$ cat config.mk
export PLATFORM = sky130hd
export DESIGN_NAME = alu_reservation_station
export DESIGN_NICKNAME = d
export VERILOG_FILES = /design/src/rtl/alu_reservation_station.sv
export SDC_FILE = /design/constraint.sdc
export NUM_CORES = 2
export LEC_CHECK = 0
export CAP_MARGIN = 10
export CORE_MARGIN = 2
export CORE_UTILIZATION = 46
export DETAILED_ROUTE_END_ITERATION = 12
export DONT_BUFFER_PORTS = 1
export HOLD_SLACK_MARGIN = 0.02
export MAX_ROUTING_LAYER = met4
export PLACE_DENSITY_LB_ADDON = 0.12
export SYNTH_ARGS = -nofsm -noshare
export SYNTH_HDL_FRONTEND = slang
export SYNTH_SLANG_ARGS = --single-unit
$ cat constraint.sdc
create_clock -name clk_in -period 9.24 [get_ports clk_in]
set_input_delay 0.924 -clock clk_in [delete_from_list [all_inputs] [get_ports clk_in]]
set_output_delay 0.924 -clock clk_in [all_outputs]
set_load 0.02 [all_outputs]
$ cat src/rtl/alu_reservation_station.sv
// rtl/alu_reservation_station.sv - Tomasulo reservation station for the ALU with execute stage and CDB output
//
// Purpose: buffers issued ALU/branch/jump ops, resolves pending operands by
// snooping the ALU CDB (own output) and the LSB CDB, dispatches the lowest
// ready entry each cycle into a registered execute stage that drives the
// combinational ALU, and registers the ALU outputs onto the ALU CDB.
//
// Ports:
//   clk_in, rst_in, rdy_in, clear_in    clock, sync reset, global ready, flush
//   full_out                            no free entry in the current state
//   issue_*_in                          issue request and decoded operands
//   alu_*_out                           execute stage driving the ALU
//   alu_*_in                            combinational ALU results
//   lsb_cdb_*_in                        LSB broadcast snooped for wakeup
//   cdb_*_out                           ALU broadcast to ROB and stations
module alu_reservation_station #(
  parameter int RS_SIZE   = 16,
  parameter int ROB_WIDTH = 4
) (
  input  logic                 clk_in,
  input  logic                 rst_in,
  input  logic                 rdy_in,
  input  logic                 clear_in,
  output logic                 full_out,
  input  logic                 issue_valid_in,
  input  logic [5:0]           issue_inst_name_in,
  input  logic [31:0]          issue_V1_in,
  input  logic                 issue_Q1_pending_in,
  input  logic [ROB_WIDTH-1:0] issue_Q1_in,
  input  logic [31:0]          issue_V2_in,
  input  logic                 issue_Q2_pending_in,
  input  logic [ROB_WIDTH-1:0] issue_Q2_in,
  input  logic [31:0]          issue_imm_in,
  input  logic [31:0]          issue_pc_in,
  input  logic [ROB_WIDTH-1:0] issue_rob_id_in,
  output logic [5:0]           alu_inst_name_out,
  output logic [31:0]          alu_V1_out,
  output logic [31:0]          alu_V2_out,
  output logic [31:0]          alu_imm_out,
  output logic [31:0]          alu_pc_out,
  input  logic [31:0]          alu_result_in,
  input  logic [31:0]          alu_target_pc_in,
  input  logic                 alu_jump_in,
  input  logic                 alu_valid_in,
  input  logic                 lsb_cdb_valid_in,
  input  logic [ROB_WIDTH-1:0] lsb_cdb_rob_id_in,
  input  logic [31:0]          lsb_cdb_result_in,
  output logic                 cdb_valid_out,
  output logic [ROB_WIDTH-1:0] cdb_rob_id_out,
  output logic [31:0]          cdb_result_out,
  output logic [31:0]          cdb_target_pc_out,
  output logic                 cdb_jump_out
);

  localparam int         IDX_W = $clog2(RS_SIZE);
  localparam logic [5:0] NOP   = 6'd0;

  // Station entries
  logic [RS_SIZE-1:0]   e_valid;
  logic [RS_SIZE-1:0]   e_q1p;
  logic [RS_SIZE-1:0]   e_q2p;
  logic [5:0]           e_op  [RS_SIZE];
  logic [31:0]          e_v1  [RS_SIZE];
  logic [31:0]          e_v2  [RS_SIZE];
  logic [ROB_WIDTH-1:0] e_q1  [RS_SIZE];
  logic [ROB_WIDTH-1:0] e_q2  [RS_SIZE];
  logic [31:0]          e_imm [RS_SIZE];
  logic [31:0]          e_pc  [RS_SIZE];
  logic [ROB_WIDTH-1:0] e_rob [RS_SIZE];

  // Execute stage
  logic                 ex_valid;
  logic [ROB_WIDTH-1:0] ex_rob;

  logic [IDX_W-1:0] free_idx;
  logic [IDX_W-1:0] ready_idx;
  logic             ready_found;
  logic [31:0]      iss_v1;
  logic [31:0]      iss_v2;
  logic             iss_q1p;
  logic             iss_q2p;

  assign full_out = &e_valid;

  // Descending scan so the lowest matching index is the last one written.
  always_comb begin
    free_idx    = '0;
    ready_idx   = '0;
    ready_found = 1'b0;
    for (int i = RS_SIZE - 1; i >= 0; i--) begin
      if (!e_valid[i]) begin
        free_idx = IDX_W'(i);
      end
      if (e_valid[i] && !e_q1p[i] && !e_q2p[i]) begin
        ready_found = 1'b1;
        ready_idx   = IDX_W'(i);
      end
    end
  end

  // Issue-time bypass: an operand whose producer is broadcasting right now
  // would otherwise miss that broadcast and wait forever.
  always_comb begin
    iss_v1  = issue_V1_in;
    iss_q1p = issue_Q1_pending_in;
    iss_v2  = issue_V2_in;
    iss_q2p = issue_Q2_pending_in;
    if (issue_Q1_pending_in) begin
      if (cdb_valid_out && cdb_rob_id_out == issue_Q1_in) begin
        iss_v1  = cdb_result_out;
        iss_q1p = 1'b0;
      end else if (lsb_cdb_valid_in && lsb_cdb_rob_id_in == issue_Q1_in) begin
        iss_v1  = lsb_cdb_result_in;
        iss_q1p = 1'b0;
      end
    end
    if (issue_Q2_pending_in) begin
      if (cdb_valid_out && cdb_rob_id_out == issue_Q2_in) begin
        iss_v2  = cdb_result_out;
        iss_q2p = 1'b0;
      end else if (lsb_cdb_valid_in && lsb_cdb_rob_id_in == issue_Q2_in) begin
        iss_v2  = lsb_cdb_result_in;
        iss_q2p = 1'b0;
      end
    end
  end

  always_ff @(posedge clk_in) begin
    if (rst_in || (rdy_in && clear_in)) begin
      e_valid           <= '0;
      ex_valid          <= 1'b0;
      ex_rob            <= '0;
      alu_inst_name_out <= NOP;
      alu_V1_out        <= '0;
      alu_V2_out        <= '0;
      alu_imm_out       <= '0;
      alu_pc_out        <= '0;
      cdb_valid_out     <= 1'b0;
      cdb_rob_id_out    <= '0;
      cdb_result_out    <= '0;
      cdb_target_pc_out <= '0;
      cdb_jump_out      <= 1'b0;
    end else if (rdy_in) begin
      // Wakeup: the cleared pending bit is only seen by select next cycle.
      for (int i = 0; i < RS_SIZE; i++) begin
        if (e_valid[i] && e_q1p[i]) begin
          if (cdb_valid_out && cdb_rob_id_out == e_q1[i]) begin
            e_v1[i]  <= cdb_result_out;
            e_q1p[i] <= 1'b0;
          end else if (lsb_cdb_valid_in && lsb_cdb_rob_id_in == e_q1[i]) begin
            e_v1[i]  <= lsb_cdb_result_in;
            e_q1p[i] <= 1'b0;
          end
        end
        if (e_valid[i] && e_q2p[i]) begin
          if (cdb_valid_out && cdb_rob_id_out == e_q2[i]) begin
            e_v2[i]  <= cdb_result_out;
            e_q2p[i] <= 1'b0;
          end else if (lsb_cdb_valid_in && lsb_cdb_rob_id_in == e_q2[i]) begin
            e_v2[i]  <= lsb_cdb_result_in;
            e_q2p[i] <= 1'b0;
          end
        end
      end

      // Issue targets a currently free entry, dispatch a currently valid one,
      // so the two never touch the same index.
      if (issue_valid_in && !full_out) begin
        e_valid[free_idx] <= 1'b1;
        e_op[free_idx]    <= issue_inst_name_in;
        e_v1[free_idx]    <= iss_v1;
        e_q1p[free_idx]   <= iss_q1p;
        e_q1[free_idx]    <= issue_Q1_in;
        e_v2[free_idx]    <= iss_v2;
        e_q2p[free_idx]   <= iss_q2p;
        e_q2[free_idx]    <= issue_Q2_in;
        e_imm[free_idx]   <= issue_imm_in;
        e_pc[free_idx]    <= issue_pc_in;
        e_rob[free_idx]   <= issue_rob_id_in;
      end

      if (ready_found) begin
        e_valid[ready_idx] <= 1'b0;
        ex_valid           <= 1'b1;
        ex_rob             <= e_rob[ready_idx];
        alu_inst_name_out  <= e_op[ready_idx];
        alu_V1_out         <= e_v1[ready_idx];
        alu_V2_out         <= e_v2[ready_idx];
        alu_imm_out        <= e_imm[ready_idx];
        alu_pc_out         <= e_pc[ready_idx];
      end else begin
        ex_valid          <= 1'b0;
        alu_inst_name_out <= NOP;
      end

      // The ALU flags every op it recognises; an unrecognised op is dropped
      // rather than broadcasting garbage to the ROB.
      if (ex_valid && alu_valid_in) begin
        cdb_valid_out     <= 1'b1;
        cdb_rob_id_out    <= ex_rob;
        cdb_result_out    <= alu_result_in;
        cdb_target_pc_out <= alu_target_pc_in;
        cdb_jump_out      <= alu_jump_in;
      end else begin
        cdb_valid_out <= 1'b0;
      end
    end
  end

endmodule
==> flow_summary_export.csv <==
group,metric,value,unit
cts,cts_buffer_depth,4,
placement,dp_slack,3.942,ns
setup_path,crit_required,10.01,ns
yosys,synth_seq_area_share,60.53,%
yosys,synth.distinct_cells,95,
floorplan,rows,191,
cts,ctsResizeCount,0,
timing,slew_violations,0,
timing,fin_crit,5.432,ns
setup_path,rr_endpoint,"alu_V2_out[23]",
floorplan,coreArea,0.2705,sq mm
routing,dr.pass1.iters,8,
setup_path,critical_path.max_fanout,145,
floorplan,fp.dieH,525.1,um
timing,min_period_over_period,58.79,%
yosys,ys.flop_type,"edfxtp_1",
setup_path,reg2reg_from,"e_valid[0]",
yosys,synthTopCellsByArea,"edfxtp_1 57%, mux2i_1 13%, nand2_1 4.5%",
yosys,yosys.area.top_type,"edfxtp_1",
routing,vias,93470,
yosys,syn-cell-area,0.1249,sq mm
min_path,hold_class,"input pin to flop",
cells_and_area,syn_to_final_growth,10.36,%
cts,cts_tree,"yes",
yosys,yosys_warnings,0,
cts,root_buffer,"clkbuf_16",
routing,ant_nets,0,
yosys,synth-edff-count,2368,
yosys,ys_ff_latch,2593,
grt,overflow,0,
min_path,min_from,"issue_inst_name_in[5]",
cts,numCtsBuffers,295,
cells_and_area,multi_input_area,0.04591,sq mm
power,vdd_drop_max,137.5,uV
cts,numClockSinks,2593,
yosys,syn_avg_cell_area,11.96,sq um
cells_and_area,nets,10200,
setup_path,r2r_setup_slack,3.81,ns
timing,finClkSkew,0.06484,ns
setup_path,startpoint_type,"flop",
grt,grt_use_total,37.44,%
routing,wl_per_cell,37.39,um
timing,tns,0,ns
grt,antenna_found_initial,37,
yosys,synthArstFlopShare,0,%
min_path,hold_depth,0,
routing,viasPerCell,6.772,
setup_path,endpoint_kind,"flop",
power,leakage,0.05386,uW
cts,clkSlewWorstSetupHoldPaths,0.06,ns
setup_path,cp.arrival,6.20,ns
cells_and_area,stdcell_area,0.1379,sq mm
routing,first_iter_violations,14070,
timing,setup_ws,3.808,ns
cells_and_area,drive_gt1_share,9.452,%
setup_path,worstSetupPathType,"flop to flop",
cts,ctsHoldBuffers,15,
grt,grt_pass1_vias,89720,
grt,grt_max_degree,159,
yosys,synthesis.nets,10700,
placement,gp_congestion,0.9208,
cts,htree_num_levels,5,
cells_and_area,seqCellArea,0.07563,sq mm
floorplan,die_width,525.1,um
cts,cts_setup_buffers,0,
timing,hold_viol,0,
yosys,synth_top_area_share,56.92,%
timing,worst_pin_slew,1.352,ns
timing,rsz0062_at_grt,"no",
floorplan,io_pins,461,
placement,placed_area,0.1282,sq mm
floorplan,die_area,0.2758,sq mm
cells_and_area,num-fill-cells,23510,
routing,drt_wl_total,516100,um
timing,setup-violations-final,0,
floorplan,initial_core_util,46.18,%
min_path,whs_endpoint,"e_op[5][5]",
setup_path,crit_start,"e_valid[0]",
run,cap_violations,0,
yosys,netlist_instances,10450,
routing,drc,0,
status,status,"finished, final reports clean",
cts,clock_latency,0.96,ns
placement,io_buffers,0,
grt,grt_pass1_wl,710000,um
timing,relSlewSlack,9.890,%
timing,max_freq,184.1,MHz
power,powerDensity,180.4,mW/mm^2
placement,dpl.hpwl,264400,um
setup_path,r2r_cells,10,
-- critical path, cell delays in order (launching register included) --
cell	delay (ns)
dfxtp_1	0.63
nor3b_2	0.63
nor2_1	0.19
a21oi_1	0.71
o21a_4	0.50
buf_4	0.84
buf_12	0.67
mux2i_1	0.28
o2bb2ai_1	0.08
a2111oi_0	0.42
a31oi_1	0.14
-- worst max-delay path by stage --
stage | endpoint | slack, ns | cells after the start
floorplan | e_imm[9][0] | 3.18 | 5
global placement | e_pc[15][5] | 4.03 | 8
detailed placement | e_pc[15][5] | 3.94 | 8
CTS | alu_V2_out[23] | 3.98 | 10
global route | alu_V1_out[25] | 3.61 | 10
finish | alu_V2_out[23] | 3.81 | 10
-- report_power, final --
group / switching (uW) / total [uW] / internal (uW)
logic: 319 / 438 / 120
clock network: 5040 / 11700 / 6620
registers: 34.3 / 12800 / 12800
total: 5390 / 24900 / 19500
-- cell usage in the layout (no fill, tap or decap), types with 90 or more instances in the layout --
cell and instances:
mux2_2 119, buf_4 221, a22o_1 104, xor2_1 202, nand2_1 1477, o21ai_0 591, a41oi_1 90, edfxtp_1 2368
nand3_1 217, mux2i_1 1595, a21oi_1 868, clkbuf_16 301, nor4_1 112, clkbuf_1 96, dfxtp_1 210, nor2_1 314
-- layout make-up --
class | instances | share of cell area, %
clock buffer | 428 | 6.034
clock inverter | 113 | 0.7905
inverter | 42 | 0.1325
timing repair buffer | 253 | 1.559
tap | 3570 | 3.240
multi-input combinational | 6759 | 33.30
antenna | 45 | 0.08168
sequential | 2593 | 54.86
-- cell families (layout without fill, tap and decap cells) --
family / count (synthesis) / count (layout) / synth area share [%]
multiplexers: 1714 / 1714 / 13.85
XOR/XNOR: 269 / 269 / 1.886
buffers and inverters: 1093 / 836 / 3.660
AO/OA/AOI/OAI: 2367 / 2367 / 11.74
AND/OR/NAND/NOR: 2409 / 2409 / 8.336
other: 0 / 45 / 0
flip-flops: 2593 / 2593 / 60.53
-- sequential cells by signal, indices dropped and copies added, names as in the netlist --
register,count
e_pc,512
alu_V1_out,32
e_op,96
alu_imm_out,32
alu_inst_name_out,6
cdb_result_out,32
e_v1,512
ex_valid,1
e_q2p,16
cdb_target_pc_out,32
alu_pc_out,32
cdb_valid_out,1
cdb_rob_id_out,4
e_rob,64
ex_rob,4
e_valid,16
e_q2,64
e_q1,64
cdb_jump_out,1
e_q1p,16
alu_V2_out,32
e_imm,512
e_v2,512
-- layer usage --
layer	global-route usage, %	vias to the layer above	wire length, um
li1	-	38220	-
met1	45.82	47320	189200
met2	55.78	6250	228700
met3	10.14	1675	62320
met4	21.67	0	35870
met5	-	-	0
-- through the flow --
stage,instances,power [uW],util [%],hold WS (ns)
final,13800,24880,50.96,0.06565
after floorplan,10450,13360,-,0.4287
after detailed placement,13200,13450,47.39,0.4987
after global routing,13800,25400,50.96,0.03855
after CTS,13760,24920,50.92,0.02471
after global placement,13200,13440,47.39,0.4928
-- synthesized netlist by cell type (all sizes together), types with 18 or more instances --
| cell | number |
|---|---|
| dfxtp | 225 |
| a31oi | 56 |
| nand2 | 1484 |
| o21ai | 671 |
| a22o | 104 |
| and4b | 21 |
| buf | 445 |
| a32oi | 44 |
| a222oi | 57 |
| a41oi | 90 |
| nor3 | 57 |
| xnor2 | 67 |
| nor4 | 116 |
| a221oi | 86 |
| mux2i | 1595 |
| o2bb2ai | 29 |
| nor2 | 333 |
| xor2 | 202 |
| inv | 41 |
| a221o | 18 |
| o22ai | 77 |
| a2bb2oi | 64 |
| clkbuf | 606 |
| a211oi | 24 |
| edfxtp | 2368 |
| mux2 | 119 |
| a21oi | 905 |
| nand3 | 253 |
| a2111oi | 52 |
| a22oi | 29 |
| and3 | 75 |
Note: power is estimated with default switching activity, not from simulation.
